[config.mk]
export PLATFORM = sky130hd
export DESIGN_NAME = bakraid_sdram_arb
export DESIGN_NICKNAME = d
export VERILOG_FILES = /design/src/rtl/bakraid_sdram_pkg.sv /design/src/rtl/bakraid_rr_pick4.sv /design/src/rtl/bakraid_sdram_arb.sv
export SDC_FILE = /design/constraint.sdc
export NUM_CORES = 1
export LEC_CHECK = 0
export BUFFER_PORTS_ARGS = -buffer_cell sky130_fd_sc_hd__buf_2
export CORE_UTILIZATION = 44
export CTS_CLUSTER_DIAMETER = 30
export DETAILED_ROUTE_END_ITERATION = 8
export GPL_ROUTABILITY_DRIVEN = 0
export PLACE_DENSITY = 0.86
export SYNTH_ARGS = -nofsm -noshare
export SYNTH_HDL_FRONTEND = slang
export SYNTH_SLANG_ARGS = --single-unit
[constraint.sdc]
create_clock -name CLK -period 3.5 [get_ports CLK]
set_input_delay 0.7 -clock CLK [delete_from_list [all_inputs] [get_ports CLK]]
set_output_delay 0.7 -clock CLK [all_outputs]
set_load 0.05 [all_outputs]
[src/rtl/bakraid_sdram_pkg.sv]
// Shared types and constants for the Bakraid SDRAM arbiter.
package bakraid_sdram_pkg;

  typedef enum logic [1:0] {
    IDLE,
    CMD,
    RDATA,
    WDONE
  } state_t;

  localparam int unsigned BURST_DEF = 2;
  localparam int unsigned SDRAM_AW  = 22;

  localparam logic [1:0] BANK_PRG  = 2'd0;
  localparam logic [1:0] BANK_GFX0 = 2'd1;
  localparam logic [1:0] BANK_GFX1 = 2'd2;
  localparam logic [1:0] BANK_PCM  = 2'd3;

endpackage

[src/rtl/bakraid_rr_pick4.sv]
// Round-robin pick: first set request at or above ptr, wrapping modulo 4.
module bakraid_rr_pick4 (
  input  logic [3:0] req,
  input  logic [1:0] ptr,
  output logic       valid,
  output logic [1:0] idx
);

  always_comb begin
    valid = 1'b0;
    idx   = '0;
    for (int unsigned i = 0; i < 4; i++) begin
      if (!valid && req[ptr + 2'(i)]) begin
        valid = 1'b1;
        idx   = ptr + 2'(i);
      end
    end
  end

endmodule

[src/rtl/bakraid_sdram_arb.sv]
// Arbitrates four bank readers and the ROM loader onto one SDRAM command port.
module bakraid_sdram_arb
  import bakraid_sdram_pkg::*;
#(
  parameter int unsigned BURST = BURST_DEF,
  parameter int unsigned AW    = SDRAM_AW
) (
  input  logic          CLK,
  input  logic          RESET,
  input  logic          DOWNLOADING,
  input  logic          PROG_WE,
  input  logic [AW-1:0] PROG_ADDR,
  input  logic [1:0]    PROG_BA,
  input  logic [15:0]   PROG_DATA,
  input  logic [1:0]    PROG_MASK,
  output logic          PROG_RDY,
  input  logic [AW-1:0] BA0_ADDR,
  input  logic [AW-1:0] BA1_ADDR,
  input  logic [AW-1:0] BA2_ADDR,
  input  logic [AW-1:0] BA3_ADDR,
  input  logic [3:0]    BA_RD,
  output logic [3:0]    BA_ACK,
  output logic [3:0]    BA_DST,
  output logic [3:0]    BA_DOK,
  output logic [3:0]    BA_RDY,
  output logic [15:0]   DATA_READ,
  output logic          CMD_REQ,
  output logic          CMD_WE,
  output logic [1:0]    CMD_BA,
  output logic [AW-1:0] CMD_ADDR,
  output logic [15:0]   CMD_DIN,
  output logic [1:0]    CMD_MASK,
  input  logic          CMD_ACK,
  input  logic          CMD_DOK,
  input  logic [15:0]   CMD_DATA
);

  localparam logic [1:0] LAST = 2'(BURST - 1);

  state_t        state;
  logic [1:0]    ptr;
  logic [1:0]    cnt;
  logic          pick_valid;
  logic [1:0]    pick_idx;
  logic [AW-1:0] rd_addr;
  logic [3:0]    sel;

  bakraid_rr_pick4 u_pick (
    .req   (BA_RD),
    .ptr   (ptr),
    .valid (pick_valid),
    .idx   (pick_idx)
  );

  always_comb begin
    rd_addr = BA0_ADDR;
    case (pick_idx)
      2'd1:    rd_addr = BA1_ADDR;
      2'd2:    rd_addr = BA2_ADDR;
      2'd3:    rd_addr = BA3_ADDR;
      default: rd_addr = BA0_ADDR;
    endcase
  end

  // CMD_BA holds the granted bank for the whole read, so it steers the handshakes.
  always_comb sel = 4'b0001 << CMD_BA;

  always_ff @(posedge CLK) begin
    if (RESET) begin
      state     <= IDLE;
      ptr       <= '0;
      cnt       <= '0;
      CMD_REQ   <= 1'b0;
      CMD_WE    <= 1'b0;
      CMD_BA    <= '0;
      CMD_ADDR  <= '0;
      CMD_DIN   <= '0;
      CMD_MASK  <= '0;
      BA_ACK    <= '0;
      BA_DST    <= '0;
      BA_DOK    <= '0;
      BA_RDY    <= '0;
      DATA_READ <= '0;
      PROG_RDY  <= 1'b0;
    end else begin
      BA_ACK   <= '0;
      BA_DST   <= '0;
      BA_DOK   <= '0;
      BA_RDY   <= '0;
      PROG_RDY <= 1'b0;
      case (state)
        IDLE: begin
          if (DOWNLOADING) begin
            if (PROG_WE) begin
              CMD_ADDR <= PROG_ADDR;
              CMD_BA   <= PROG_BA;
              CMD_DIN  <= PROG_DATA;
              CMD_MASK <= PROG_MASK;
              CMD_WE   <= 1'b1;
              CMD_REQ  <= 1'b1;
              state    <= CMD;
            end
          end else if (pick_valid) begin
            CMD_ADDR <= rd_addr;
            CMD_BA   <= pick_idx;
            CMD_WE   <= 1'b0;
            CMD_REQ  <= 1'b1;
            ptr      <= pick_idx + 2'd1;
            cnt      <= '0;
            state    <= CMD;
          end
        end
        CMD: begin
          if (CMD_ACK) begin
            CMD_REQ <= 1'b0;
            if (CMD_WE) begin
              state <= WDONE;
            end else begin
              BA_ACK <= sel;
              state  <= RDATA;
            end
          end
        end
        RDATA: begin
          if (CMD_DOK) begin
            DATA_READ <= CMD_DATA;
            BA_DOK    <= sel;
            if (cnt == '0) BA_DST <= sel;
            if (cnt == LAST) begin
              BA_RDY <= sel;
              cnt    <= '0;
              state  <= IDLE;
            end else begin
              cnt <= cnt + 2'd1;
            end
          end
        end
        WDONE: begin
          if (CMD_DOK) begin
            PROG_RDY <= 1'b1;
            state    <= IDLE;
          end
        end
        default: state <= IDLE;
      endcase
    end
  end

endmodule

==> out/metrics.cfg, run 1 <==
[clock_tree]
cts_resized=0
cts_tree=done
clk_path_buf_depth=2
clk_latency_ps=350
clock_sinks=83
h-tree-depth=3
cts_hold_buf=0
cts_made_buffers=9
cts-root-buf=clkbuf_8
post_cts_buffers=0
clkTransAtPathRegs_ps=90

[synth]
synth_top_family_by_area=compound AO/OA/AOI/OAI gates
synth.distinct_cells=38
synth_edf_count=0
ys_seq_area_share_pct=42.9
synthFlopType=dfxtp_1
ys_ff_latch=83
async_flop_share_pct=0
synth_xor_area_share_pct=0
synthAdderAreaFrac_pct=1.29
muxShareOfSynthArea_pct=0.549
synth_warnings=0
synthSimpleGateAreaFrac_pct=15.5
synth_nets=657
syn_inst=497
netlist_area_um2=3870
synth.avg_cell_area_um2=7.79
synth_compound_area_share_pct=29.5

[setup_path]
crit_required_ps=3780
rr_endpoint=CMD_ADDR[0]$_SDFFE_PP0P_
r2r_slack_ps=1110
crit_type=in -> reg
worst_path_largest_cell_delay_ps=650
worstSetupEndpoint=CMD_ADDR[0]$_SDFFE_PP0P_
ff2ff_path_depth=10
path_cells=buf_2, or4_1, nand2_1, ha_1, buf_4, a21oi_1, a221oi_1, o32ai_1, nor2_1
crit_path_top_delay_cell=or4_1
cp_max_fo=44
cp-startpoint=BA_RD[0]
worst_ep_arrival_time_ps=2920
end_kind=register
cp-start-kind=input pin
r2r_start=ptr[1]$_SDFFE_PP0P_

[routing]
drt-total-wl_mm=12.0
vias_per_cell=5.44
drcViolationCount=0
wl_per_cell_um=14.7
postRouteAntennaNets=0
dr_total_vias=4444
drtIter0Drc=242
drtPass1Iterations=7

[timing]
fin_crit_sh_pct=75.4
fin_setup_tns_ps=0
rsz0062_at_grt=false
maxSlewViolCount=0
tightest_slew_ps=942
finalHoldViolCount=0
skew_ps=9.37
maxSlewHeadroom_pct=37.2
fin_crit_ps=2640
timing.fmax_ghz=0.379
final-setup-viol-count=0

[grt]
antenna_found_initial=0
grt_max_degree=53
grt_pass1_wl_mm=18.9
grt_overflow=0
first_global_vias=4232
grt_usage_pct=26.3

[pwr]
p_leak_uw=0.00260
power_uw=2490
sequentialPowerShare_pct=42.5
powerDensity_nw_per_um2=477
p_switching_uw=947
p_clk_share_pct=25.0
p_int_uw=1540
peakVddDrop_mv=0.227
switching_share_pct=38.0
pwr-share-comb_pct=32.5

[floorplanning]
die_w_um=95.8
io_pins=233
core_area_um2=8380
fp.dieArea_um2=9180
die_y_um=95.8
row_count=33
start_util_pct=46.2

[finish]
diodes=0
drive_gt1_share_pct=36.9
syn2layout_area_growth_pct=34.7
nets=867
final_common_cell=buf_2
final_cell_mix=buf_2 (232), a21oi_1 (85), dfxtp_1 (83), nand2_1 (78), inv_1 (51)

[outcome]
status=completed

[min_path]
hp-start=DATA_READ[1]$_SDFFE_PP0P_
holdCritPathClass=reg -> reg

[flow_run]
max_cap_violations=0

[place]
dp_hpwl_mm=8.69
io_buffers=232

==> routing by layer <==
layer / vias up / global-route usage, % / wire length, um
li1: 2141 / - / -
met1: 2035 / 30.5 / 4630
met2: 241 / 46.5 / 6110
met3: 27 / 5.21 / 998
met4: 0 / 12.2 / 262
met5: - / 0 / 0
==> logic make-up after synthesis <==
kind of cell,after synthesis
AOI/OAI and AO/OA,168
muxes,2
adders and majority gates,4
DFF,83
buffers and inverters,96
and+or+nand+nor,144
==> worst max-delay path: cells and delay by family <==
family / cells / cell delay (ps)
buffers and inverters: 2 / 500
AOI/OAI and AO/OA: 3 / 630
and+or+nand+nor: 3 / 920
adders and majority gates: 1 / 150
==> cells in the mapped netlist (2+ instances only) <==
library cell | n | area share (%)
a2111oi_4 | 2 | 1.4
buf_2 | 6 | 0.78
dfxtp_1 | 83 | 43
nor2b_1 | 3 | 0.48
or4_1 | 2 | 0.39
nor2_1 | 40 | 3.9
nand2b_1 | 3 | 0.48
o211a_1 | 2 | 0.52
nand2_1 | 78 | 7.6
a22oi_1 | 22 | 4.3
o21ai_1 | 2 | 0.26
inv_2 | 3 | 0.29
nand3_1 | 2 | 0.26
o21ai_0 | 3 | 0.39
clkbuf_1 | 30 | 2.9
a221oi_1 | 22 | 5.0
inv_1 | 51 | 4.9
a211oi_1 | 2 | 0.39
nor3_1 | 7 | 0.90
and3_1 | 3 | 0.48
a21oi_1 | 85 | 11
o32ai_1 | 22 | 5.0
buf_6 | 4 | 1.2
nand3b_1 | 2 | 0.39
ha_1 | 4 | 1.3
buf_1 | 2 | 0.19
==> power groups by stage <==
stage          Clock (uW)  Combinational, uW  Sequential (uW)
5_1_grt               685                875             1070
2_1_floorplan           0                381             1270
4_1_cts               639                806             1060
3_3_place_gp            0                780             1070
6_report              623                810             1060
3_5_place_dp            0                805             1080
==> through the flow <==
stage,instance area (um2),cells,utilization (%),hold WS [ps],setup WS [ps]
after floorplan,3870,497,-,464,838
after global placement,5040,801,60.1,439,548
after detailed placement,5040,801,60.1,443,484
after CTS,5220,817,62.2,455,858
after global routing,5220,817,62.2,478,704
final,5220,817,62.2,453,860
==> cell type report <==
cell class              instances  area (um2)
fillers                       766        3170
flip-flops and latches         83        1660
well taps                     105         131
clock inverters                 6        50.0
inverters                      54         203
multi-input cells             318        1810
clock buffers                  10         128
repair buffers                241        1230
==> state kept, by name (all words and copies together), names as in the netlist <==
| register | count |
|---|---|
| CMD_ADDR | 22 |
| CMD_DIN | 16 |
| DATA_READ | 16 |
| BA_ACK | 4 |
| BA_DOK | 4 |
| BA_DST | 4 |
| BA_RDY | 4 |
| CMD_BA | 2 |
| CMD_MASK | 2 |
| cnt | 2 |
| ptr | 2 |
| state | 2 |
| CMD_REQ | 1 |
| CMD_WE | 1 |
| PROG_RDY | 1 |
==> how the worst min path moves through the flow <==
stage,endpoint,slack (ps),depth (start not counted)
global placement,DATA_READ[11]$_SDFFE_PP0P_,440,2
detailed placement,DATA_READ[1]$_SDFFE_PP0P_,440,2
global route,CMD_DIN[3]$_SDFFE_PP0P_,480,2
CTS,DATA_READ[1]$_SDFFE_PP0P_,460,2
finish,DATA_READ[1]$_SDFFE_PP0P_,450,2
floorplan,BA_DST[2]$_SDFF_PP0_,460,1
(Power assumes the default switching activity.)
==> run 2, diff against run 1 <==
--- a/config.mk
+++ b/config.mk
@@ -6,11 +6,11 @@
 export NUM_CORES = 1
 export LEC_CHECK = 0
 export BUFFER_PORTS_ARGS = -buffer_cell sky130_fd_sc_hd__buf_2
-export CORE_UTILIZATION = 44
+export CORE_UTILIZATION = 39
 export CTS_CLUSTER_DIAMETER = 30
 export DETAILED_ROUTE_END_ITERATION = 8
 export GPL_ROUTABILITY_DRIVEN = 0
-export PLACE_DENSITY = 0.86
+export PLACE_DENSITY = 0.81
 export SYNTH_ARGS = -nofsm -noshare
 export SYNTH_HDL_FRONTEND = slang
 export SYNTH_SLANG_ARGS = --single-unit
==> constraint.sdc (replaced) <==
create_clock -name CLK -period 2.4 [get_ports CLK]
set_input_delay 0.48 -clock CLK [delete_from_list [all_inputs] [get_ports CLK]]
set_output_delay 0.48 -clock CLK [all_outputs]
set_load 0.05 [all_outputs]
==> run 2 against run 1 <==
Setup slack got worse by 720 ps. First-iteration DRC count fell by 28%. Largest power group unchanged. Critical path type is now reg -> reg. Design area rose by 3.2%. Global-route usage fell by 2.6 points.
==> out/metrics.cfg, run 2 (synthesis gave the netlist of run 1 again) <==
[floorplanning]
core_area_um2=9680  ; +16%
fp.dieArea_um2=10300  ; +13%
io_pins=233  ; unchanged
start_util_pct=40.0  ; -6.2 points
die_w_um=102  ; +6.1%
die_y_um=102  ; +6.1%
row_count=36  ; +9.1%

[outcome]
status=completed

[clock_tree]
cts_made_buffers=9  ; unchanged
clock_sinks=83  ; unchanged
cts-root-buf=clkbuf_8
cts_tree=done
clk_path_buf_depth=2  ; unchanged
clkTransAtPathRegs_ps=100  ; about the same
cts_resized=0  ; unchanged
post_cts_buffers=0  ; unchanged
cts_hold_buf=0  ; unchanged
clk_latency_ps=350  ; about the same
h-tree-depth=3  ; unchanged

[place]
dp_hpwl_mm=9.27  ; +6.7%
dpl.cell_count=835  ; +4.2%
io_buffers=232  ; unchanged

[routing]
postRouteAntennaNets=0  ; unchanged
drt-total-wl_mm=12.6  ; +4.9%
drcViolationCount=0  ; unchanged
dr_total_vias=4449  ; +0.11%
drtPass1Iterations=5  ; -2
vias_per_cell=5.22  ; -4.0%
wl_per_cell_um=14.8  ; +0.55%
drtIter0Drc=174  ; -28%

[min_path]
holdCritPathClass=in -> reg

[finish]
largest_register_ffs=22  ; unchanged
largest_register=CMD_ADDR
nets=873  ; +0.69%
drive_gt1_share_pct=37.5  ; +0.53 points
final_common_cell=buf_2
syn2layout_area_growth_pct=39.0
final_cells=852  ; +4.3%
final_cell_mix=buf_2 (232), a21oi_1 (85), dfxtp_1 (83), nand2_1 (78), inv_1 (51)
n_fill_cell=892  ; +16%
top_regs=CMD_ADDR x22, CMD_DIN x16, DATA_READ x16

[setup_path]
cp_max_fo=22  ; -50%
cp-start-kind=register
crit_required_ps=2640  ; -1140 ps
worst_ep_arrival_time_ps=2490  ; -430 ps
end_kind=register
crit_type=reg -> reg

[timing]
fin_crit_sh_pct=94.1
final-setup-viol-count=0  ; unchanged
rsz0062_at_grt=false
maxSlewViolCount=0  ; unchanged
finalHoldViolCount=0  ; unchanged
fin_crit_ps=2260
skew_ps=11.5  ; +2.10 ps
maxSlewHeadroom_pct=57.2  ; +20 points
timing.fmax_ghz=0.443
tightest_slew_ps=642  ; -300 ps

[flow_run]
max_cap_violations=0  ; unchanged

[pwr]
switching_share_pct=36.4  ; -1.7 points
p_leak_uw=0.00266  ; +2.4%
p_switching_uw=1390  ; +47%
p_int_uw=2430  ; +57%
power_uw=3820  ; +53%
sequentialPowerShare_pct=40.3  ; -2.2 points
p_clk_share_pct=27.1  ; +2.1 points
powerDensity_nw_per_um2=709  ; +48%
peakVddDrop_mv=0.279  ; +23%
pwr-share-comb_pct=32.6  ; about the same

[grt]
grt_usage_pct=23.7  ; -2.6 points
grt_pass1_wl_mm=19.4  ; +2.5%
grt_overflow=0  ; unchanged
antenna_found_initial=1  ; +1
first_global_vias=4194  ; -0.90%
grt_max_degree=45  ; -15%

## run 2: layer usage
metal,routed length (um),up-vias,GRT usage (%)
li1,-,2159,-
met1,4990,2052,27.1
met2,6360,216,42.0
met3,945,22,5.94
met4,278,0,10.1
met5,0,-,0
## run 2: metrics by stage
stage,util [%],cell area [um2],TNS (ps),setup WS [ps],hold slack [ps]
floorplan,-,3870,-333,-16.7,464
global placement,53.5,5180,-610,-74.6,439
detailed placement,53.5,5180,-2270,-126,446
CTS,55.6,5380,0,160,337
global route,55.6,5380,0,24.8,337
finish,55.6,5380,0,142,350
## run 2: final cells by class
cell class	count	area (um2)	area share (%)
multi-input cells	318	1810	33.7
flip-flops and latches	83	1660	30.9
repair buffers	247	1340	24.8
inverters	54	203	3.76
well taps	133	166	3.09
clock buffers	11	141	2.63
clock inverters	5	60.1	1.12
diodes	1	2.50	0.0465
## run 2: final timing paths
kind / from / endpoint / slack, ps / depth (start not counted)
max: ptr[0]$_SDFFE_PP0P_ / CMD_ADDR[12]$_SDFFE_PP0P_ / 140 / 10
min: CMD_DATA[2] / DATA_READ[2]$_SDFFE_PP0P_ / 350 / 3
max reg2reg: ptr[0]$_SDFFE_PP0P_ / CMD_ADDR[12]$_SDFFE_PP0P_ / 140 / 10
min reg2reg: CMD_DIN[1]$_SDFFE_PP0P_ / CMD_DIN[1]$_SDFFE_PP0P_ / 450 / 2
## run 2: critical path: stages, from the launching register on
cell	delay, ps
dfxtp_1	350
nor2b_1	180
a21oi_1	90
o211a_1	240
and2_1	190
ha_1	240
buf_12	170
a22oi_1	190
a221oi_1	120
o32ai_1	310
nor2_1	60
## run 2: power by group through the flow
stage,Sequential [uW],Clock [uW],Combinational [uW]
after global placement,1570,0,1200
after floorplan,1850,0,557
after global routing,1550,1110,1340
after detailed placement,1570,0,1230
after CTS,1540,1050,1240
final,1540,1030,1240
